--- src/rtl/sevenseg_mux_pkg.sv ---
// rtl/sevenseg_mux_pkg.sv - shared constants, segment table and state encoding for the display mux
package sevenseg_mux_pkg;

  localparam int DIGIT_W    = 5;
  localparam int NUM_DIGITS = 8;

  localparam logic [6:0] SEG7_BLANK = 7'h7F;

  // Active-low CA..CG patterns, entry 0 in the low bits
  localparam logic [15:0][6:0] SEG7_HEX = {
    7'h0E, 7'h06, 7'h21, 7'h46, 7'h03, 7'h08, 7'h10, 7'h00,
    7'h78, 7'h02, 7'h12, 7'h19, 7'h30, 7'h24, 7'h79, 7'h40
  };

  typedef enum logic {
    S_BLANK = 1'b0,
    S_ON    = 1'b1
  } state_t;

endpackage

--- src/rtl/sevenseg_mux_if.sv ---
// rtl/sevenseg_mux_if.sv - display code inputs and board pin outputs; brightness present with SEVENSEG_DIM_EN
interface sevenseg_mux_if;
  import sevenseg_mux_pkg::*;

  logic [NUM_DIGITS*DIGIT_W-1:0] digits_in;
  logic [NUM_DIGITS-1:0]         dp_in;
`ifdef SEVENSEG_DIM_EN
  logic [2:0]                    brightness;
`endif
  logic [NUM_DIGITS-1:0]         an_out;
  logic [6:0]                    seg_out;
  logic                          dp_out;
  logic                          frame_tick;

`ifdef SEVENSEG_DIM_EN
  modport master (output digits_in, dp_in, brightness,
                  input  an_out, seg_out, dp_out, frame_tick);
  modport slave  (input  digits_in, dp_in, brightness,
                  output an_out, seg_out, dp_out, frame_tick);
`else
  modport master (output digits_in, dp_in,
                  input  an_out, seg_out, dp_out, frame_tick);
  modport slave  (input  digits_in, dp_in,
                  output an_out, seg_out, dp_out, frame_tick);
`endif

endinterface

--- src/rtl/hex_to_seg7.sv ---
// rtl/hex_to_seg7.sv - 5-bit digit code to active-low seven-segment pattern, bit 4 blanks
module hex_to_seg7
  import sevenseg_mux_pkg::*;
(
  input  logic [DIGIT_W-1:0] code,
  output logic [6:0]         seg
);

  assign seg = code[4] ? SEG7_BLANK : SEG7_HEX[code[3:0]];

endmodule

--- src/rtl/sevenseg_mux.sv ---
// rtl/sevenseg_mux.sv - 8-digit multiplexed seven-segment driver with per-frame snapshot; SEVENSEG_DIM_EN adds PWM dimming
module sevenseg_mux
  import sevenseg_mux_pkg::*;
#(
  parameter int CLK_FREQUENCY_HZ       = 50_000_000,
  parameter int DIGIT_FREQUENCY_HZ     = 4000,
  parameter int BLANK_CYCLES           = 16,
  parameter int CNTR_WIDTH             = 32,
  parameter int SIMULATE               = 0,
  parameter int SIMULATE_FREQUENCY_CNT = 5
) (
  input  logic          clk,
  input  logic          reset,
  sevenseg_mux_if.slave bus
);

  localparam logic [CNTR_WIDTH-1:0] TOP_CNT = CNTR_WIDTH'((SIMULATE != 0) ? SIMULATE_FREQUENCY_CNT
                                                          : CLK_FREQUENCY_HZ / DIGIT_FREQUENCY_HZ - 1);
  localparam logic [CNTR_WIDTH-1:0] BLANK_TOP = CNTR_WIDTH'((SIMULATE != 0) ? 1 : BLANK_CYCLES);

  logic [CNTR_WIDTH-1:0] refresh_cnt;
  logic                  tick;

  state_t                state, state_nxt;
  logic [2:0]            idx, idx_nxt;
  logic [CNTR_WIDTH-1:0] blank_cnt, blank_nxt;
  logic                  capture;

  logic [NUM_DIGITS-1:0][DIGIT_W-1:0] snap_dig, snap_dig_nxt;
  logic [NUM_DIGITS-1:0]              snap_dp, snap_dp_nxt;

  logic [DIGIT_W-1:0]    code_nxt;
  logic [6:0]            seg_dec;
  logic                  duty_on;
  logic [NUM_DIGITS-1:0] an_nxt;
  logic [6:0]            seg_nxt;
  logic                  dp_nxt;

  assign tick = (refresh_cnt == TOP_CNT);

  always_ff @(posedge clk or posedge reset) begin
    if (reset) begin
      refresh_cnt <= '0;
    end else if (tick) begin
      refresh_cnt <= '0;
    end else begin
      refresh_cnt <= refresh_cnt + CNTR_WIDTH'(1);
    end
  end

  // A tick landing in S_BLANK is dropped on purpose; the digit just stays blank longer
  always_comb begin
    state_nxt = state;
    idx_nxt   = idx;
    blank_nxt = blank_cnt;
    capture   = 1'b0;
    case (state)
      S_BLANK: begin
        blank_nxt = blank_cnt + CNTR_WIDTH'(1);
        if (blank_nxt == BLANK_TOP) begin
          state_nxt = S_ON;
          capture   = (idx == 3'd0);
        end
      end
      S_ON: begin
        if (tick) begin
          state_nxt = S_BLANK;
          blank_nxt = '0;
          idx_nxt   = idx + 3'd1;
        end
      end
    endcase
  end

  assign snap_dig_nxt = capture ? bus.digits_in : snap_dig;
  assign snap_dp_nxt  = capture ? bus.dp_in     : snap_dp;

  // Outputs are built from next-cycle values so the first lit cycle shows the fresh snapshot
  assign code_nxt = snap_dig_nxt[idx_nxt];

  hex_to_seg7 u_dec (
    .code (code_nxt),
    .seg  (seg_dec)
  );

`ifdef SEVENSEG_DIM_EN
  logic [2:0] pwm_cnt, pwm_nxt;
  logic [2:0] snap_br, snap_br_nxt;

  assign pwm_nxt     = pwm_cnt + 3'd1;
  assign snap_br_nxt = capture ? bus.brightness : snap_br;
  assign duty_on     = (pwm_nxt <= snap_br_nxt);

  always_ff @(posedge clk or posedge reset) begin
    if (reset) begin
      pwm_cnt <= 3'd0;
      snap_br <= 3'd7;
    end else begin
      pwm_cnt <= pwm_nxt;
      snap_br <= snap_br_nxt;
    end
  end
`else
  assign duty_on = 1'b1;
`endif

  assign an_nxt  = (state_nxt == S_ON && duty_on) ? ~(8'b1 << idx_nxt) : 8'hFF;
  assign seg_nxt = (state_nxt == S_ON) ? seg_dec : SEG7_BLANK;
  assign dp_nxt  = (state_nxt == S_ON) ? ~snap_dp_nxt[idx_nxt] : 1'b1;

  always_ff @(posedge clk or posedge reset) begin
    if (reset) begin
      state          <= S_BLANK;
      idx            <= 3'd0;
      blank_cnt      <= '0;
      snap_dig       <= {NUM_DIGITS{5'h10}};
      snap_dp        <= '0;
      bus.an_out     <= 8'hFF;
      bus.seg_out    <= SEG7_BLANK;
      bus.dp_out     <= 1'b1;
      bus.frame_tick <= 1'b0;
    end else begin
      state          <= state_nxt;
      idx            <= idx_nxt;
      blank_cnt      <= blank_nxt;
      snap_dig       <= snap_dig_nxt;
      snap_dp        <= snap_dp_nxt;
      bus.an_out     <= an_nxt;
      bus.seg_out    <= seg_nxt;
      bus.dp_out     <= dp_nxt;
      bus.frame_tick <= capture;
    end
  end

endmodule
--- src/flat_wrapper.sv ---
// flat-port wrapper written by rule: the top's interface ports become plain ports
module sevenseg_mux_flat import sevenseg_mux_pkg::*;
#(
  parameter int CLK_FREQUENCY_HZ       = 50_000_000,
  parameter int DIGIT_FREQUENCY_HZ     = 4000,
  parameter int BLANK_CYCLES           = 16,
  parameter int CNTR_WIDTH             = 32,
  parameter int SIMULATE               = 0,
  parameter int SIMULATE_FREQUENCY_CNT = 5
)
  (clk, reset, bus_digits_in, bus_dp_in, bus_an_out, bus_seg_out, bus_dp_out, bus_frame_tick);
  sevenseg_mux_if bus_i ();
  input  logic clk;
  input  logic reset;
  input wire logic [$bits(bus_i.digits_in)-1:0] bus_digits_in;
  input wire logic [$bits(bus_i.dp_in)-1:0] bus_dp_in;
  output wire logic [$bits(bus_i.an_out)-1:0] bus_an_out;
  output wire logic [$bits(bus_i.seg_out)-1:0] bus_seg_out;
  output wire logic [$bits(bus_i.dp_out)-1:0] bus_dp_out;
  output wire logic [$bits(bus_i.frame_tick)-1:0] bus_frame_tick;
  assign bus_i.digits_in = bus_digits_in;
  assign bus_i.dp_in = bus_dp_in;
  assign bus_an_out = bus_i.an_out;
  assign bus_seg_out = bus_i.seg_out;
  assign bus_dp_out = bus_i.dp_out;
  assign bus_frame_tick = bus_i.frame_tick;
  sevenseg_mux #(.CLK_FREQUENCY_HZ(CLK_FREQUENCY_HZ), .DIGIT_FREQUENCY_HZ(DIGIT_FREQUENCY_HZ), .BLANK_CYCLES(BLANK_CYCLES), .CNTR_WIDTH(CNTR_WIDTH), .SIMULATE(SIMULATE), .SIMULATE_FREQUENCY_CNT(SIMULATE_FREQUENCY_CNT)) u_core (.clk(clk), .reset(reset), .bus(bus_i));
endmodule
--- config.mk ---
export PLATFORM = sky130hd
export DESIGN_NAME = sevenseg_mux_flat
export DESIGN_NICKNAME = d
export VERILOG_FILES = /design/src/rtl/sevenseg_mux_pkg.sv /design/src/rtl/sevenseg_mux_if.sv /design/src/rtl/hex_to_seg7.sv /design/src/rtl/sevenseg_mux.sv /design/src/flat_wrapper.sv
export SDC_FILE = /design/constraint.sdc
export NUM_CORES = 1
export LEC_CHECK = 0
export BUFFER_PORTS_ARGS = -buffer_cell sky130_fd_sc_hd__buf_2
export CAP_MARGIN = 20
export CORE_ASPECT_RATIO = 0.75
export CORE_UTILIZATION = 60
export CTS_CLUSTER_SIZE = 10
export DETAILED_ROUTE_END_ITERATION = 16
export HOLD_SLACK_MARGIN = 0.15
export PLACE_DENSITY = 0.77
export SYNTH_ARGS = -nofsm -noshare
export SYNTH_HDL_FRONTEND = slang
export SYNTH_HIERARCHICAL = 1
export SYNTH_SLANG_ARGS = --single-unit
--- constraint.sdc ---
create_clock -name clk -period 5.3 [get_ports clk]
set_clock_uncertainty 0.15 [all_clocks]
set_input_delay 0.265 -clock clk [delete_from_list [all_inputs] [get_ports clk]]
set_output_delay 0.265 -clock clk [all_outputs]
set_load 0.05 [all_outputs]
==> run summary <==
Die W: 132 um
Chip Height: 99.1 um
Post-synthesis sequential area ratio: 44.5%
Sink Count: 133
Clock Tree Root: clkbuf_16
Unrepaired setup endpoints after global routing: false
Largest net degree at the start of global routing: 70
Fraction of the cycle the final worst path needs: 96.0%
WL/cell: 18.8 um
# DRC: 0
Initial Util: 61.6%
Synthesized flop and latch total: 133
Area fraction of the dominant cell type after synthesis: 36.1%
Syn Nets: 865
CP required: 5.50 ns
IO buf count: 66
Antenna-violating nets left: 0
Detailed placement HPWL: 13.2 mm
Setup TNS: 0 ns
Clock Path Buffers: 2
First-pass detailed-route iteration total: 5
Vias: 6812
Syn Area/Cell: 9.40 sq um
Cell area after synthesis: 0.00755 sq mm
Vias per cell: 6.22
Initial antenna violation count: 0
Slew Limit Fails: 0
Leak: 4.02 nW
Mapped Cells: 803
Die area: 0.0130 sq mm
Synth cell types: 74
Worst Setup Path Type: reg -> reg
Ys Warns: 6
Initial DRC Count: 576
Rel. slew slack: 44.0%
Fmax: 196 MHz
Gr ovfl total: 0
Wire length of the first global-routing pass: 33.9 mm
Critical path data arrival time: 5.29 ns
Final setup violation count: 0
Synth top cells by count: nand2_1 (135), dfrtp_1 (109), nor2_1 (51), o21ai_0 (35), nand3_1 (34)
Cell Pwr Density: 275 mW/mm^2
Most frequent cell after synthesis: nand2_1
# IOs: 67
Synth async-reset ratio: 100%
Slew @ Worst Pin: 0.840 ns
P&R area growth vs syn: 23.1%
Critical path launch point type: flop
# Post-CTS Setup Buffers: 0
Final WL: 20.6 mm
Yosys top cell by area: dfrtp_1
Clock-pin slew on the worst setup and hold paths: 0.07 ns
Layout cells sized above 1: 21.4%
Number of diodes: 0
Final hold violation count: 0
Worst hold path class: reg -> reg
CORE AREA: 0.0123 sq mm
Final min period: 5.09 ns
Final nets: 978
Status: completed
Max-cap violation count: 0
Inst Count DP: 1014
CP Capture Type: flop
Htree depth: 4
VDD IR max: 0.256 mV
CTS tree: yes
Cell row count: 35
Non-filler cells, final: 1095
Skew-Pair Late Insertion Delay: 0.42 ns
Final GP Congestion: 0.958
Ranking of synthesized cells by area: dfrtp_1 (36%), dfstp_2 (8.4%), nand2_1 (6.7%)
CTS Buf Count: 17
Peak fanout along the critical path: 32
Setup slack, reg-to-reg: 0.21 ns
Dominant synthesized flop cell: dfrtp_1
Number of global-route vias before repair: 6700
EDFF count, synth: 0
GRT Util Overall: 33.2%
## layer usage
metal	global-route usage, %	wire (um)
met1	45.7	9020
met2	51.1	9380
met3	7.39	1690
met4	13.8	534
met5	0	0
## power by group
group          total (mW)  switching (mW)  internal (mW)
registers            1.05         0.00957           1.05
logic               0.155          0.0859         0.0696
clock network        1.34           0.473          0.869
total                2.55           0.568           1.98
## repair_timing
item | in CTS | in global routing
hold endpoints to repair | 103 | 0
setup endpoints to repair | 0 | 4
hold buffers | 49 | 0
gates resized for setup | 0 | 17
## critical path, stage by stage (launching register included)
cell and delay [ns]:
dfrtp_1 0.53, and4_2 0.41, nand3_1 0.19, nor2_1 0.29
and4_1 0.27, o2111ai_1 0.23, nor4_4 0.39, buf_12 0.25
mux2_2 0.37, and2_1 0.16, o32a_1 0.40, inv_1 0.19
ha_1 0.26, or2_2 0.31, a311o_1 0.31, or2_2 0.30
## cells by family after synthesis
kind of cell,synth area share (%)
simple gates,26.1
flops,44.5
fa+ha+maj,1.99
mux,6.96
compound gates,12.6
xor+xnor,4.52
buf+inv,3.35
## final timing paths
| kind | from | endpoint | cells after the start |
|---|---|---|---|
| setup / recovery | u_core/blank_cnt[2]$_DFFE_PP0P_ | u_core/bus.seg_out[1]$_DFF_PP1_ | 15 |
| hold / removal | u_core/snap_dig[14]$_DFF_PP1_ | u_core/snap_dig[14]$_DFF_PP1_ | 2 |
| setup reg to reg | u_core/blank_cnt[2]$_DFFE_PP0P_ | u_core/bus.seg_out[1]$_DFF_PP1_ | 15 |
| hold reg to reg | u_core/snap_dig[14]$_DFF_PP1_ | u_core/snap_dig[14]$_DFF_PP1_ | 2 |
| max in group asynchronous | reset | u_core/state$_DFF_PP0_ | 4 |
| min in group asynchronous | reset | u_core/snap_dig[3]$_DFF_PP0_ | 3 |
## placed cells by master, fill, tap and decap left out, types with 10 or more instances in the layout
master / Yosys / layout
buf_4: 2 / 19
a21oi_1: 10 / 10
dfstp_2: 24 / 24
nand3_1: 34 / 33
mux2i_1: 24 / 24
mux2_1: 10 / 10
buf_2: 15 / 66
nor2b_1: 10 / 10
mux2_2: 14 / 14
and2_1: 17 / 17
nand4_1: 17 / 17
nand2_1: 135 / 135
xnor2_1: 28 / 28
clkbuf_16: 0 / 17
nor2_1: 51 / 51
a211oi_1: 14 / 14
xor2_1: 11 / 11
o21ai_0: 35 / 34
and3_1: 21 / 20
nor4_1: 21 / 17
o31ai_1: 13 / 13
dlygate4sd3_1: 0 / 49
nor3_1: 16 / 16
dfrtp_1: 109 / 104
ha_1: 12 / 11
o41ai_1: 11 / 11
## flip-flops by register name (all words and copies together) (netlist names)
name / count
u_core/bus.seg_out: 7
u_core/bus.dp_out: 1
u_core/bus.an_out: 8
u_core/snap_dig: 40
u_core/bus.frame_tick: 1
u_core/state: 1
u_core/snap_dp: 8
u_core/idx: 3
u_core/blank_cnt: 32
u_core/refresh_cnt: 32
## layout make-up
| type | instances | area, sq um |
|---|---|---|
| Clock buffer | 19 | 453 |
| Clock inverter | 13 | 218 |
| Fill cell | 854 | 2970 |
| Inverter | 12 | 47.5 |
| Multi-Input combinational cell | 616 | 4000 |
| Sequential cell | 133 | 3360 |
| Tap cell | 166 | 208 |
| Timing Repair Buffer | 136 | 1000 |
## per-stage QoR
| step | util (%) | hold slack [ns] | power (mW) | area [sq um] | setup slack (ns) |
|---|---|---|---|---|---|
| floorplan | - | 0.203 | 1.15 | 7550 | 0.364 |
| global placement | 65.8 | 0.293 | 1.19 | 8070 | 0.216 |
| detailed placement | 65.8 | 0.296 | 1.20 | 8070 | 0.0665 |
| CTS | 75.3 | 0.304 | 2.56 | 9230 | 0.0368 |
| global route | 75.8 | 0.328 | 2.63 | 9290 | 0.00377 |
| finish | 75.8 | 0.304 | 2.55 | 9290 | 0.210 |
(Power assumes the default switching activity.)
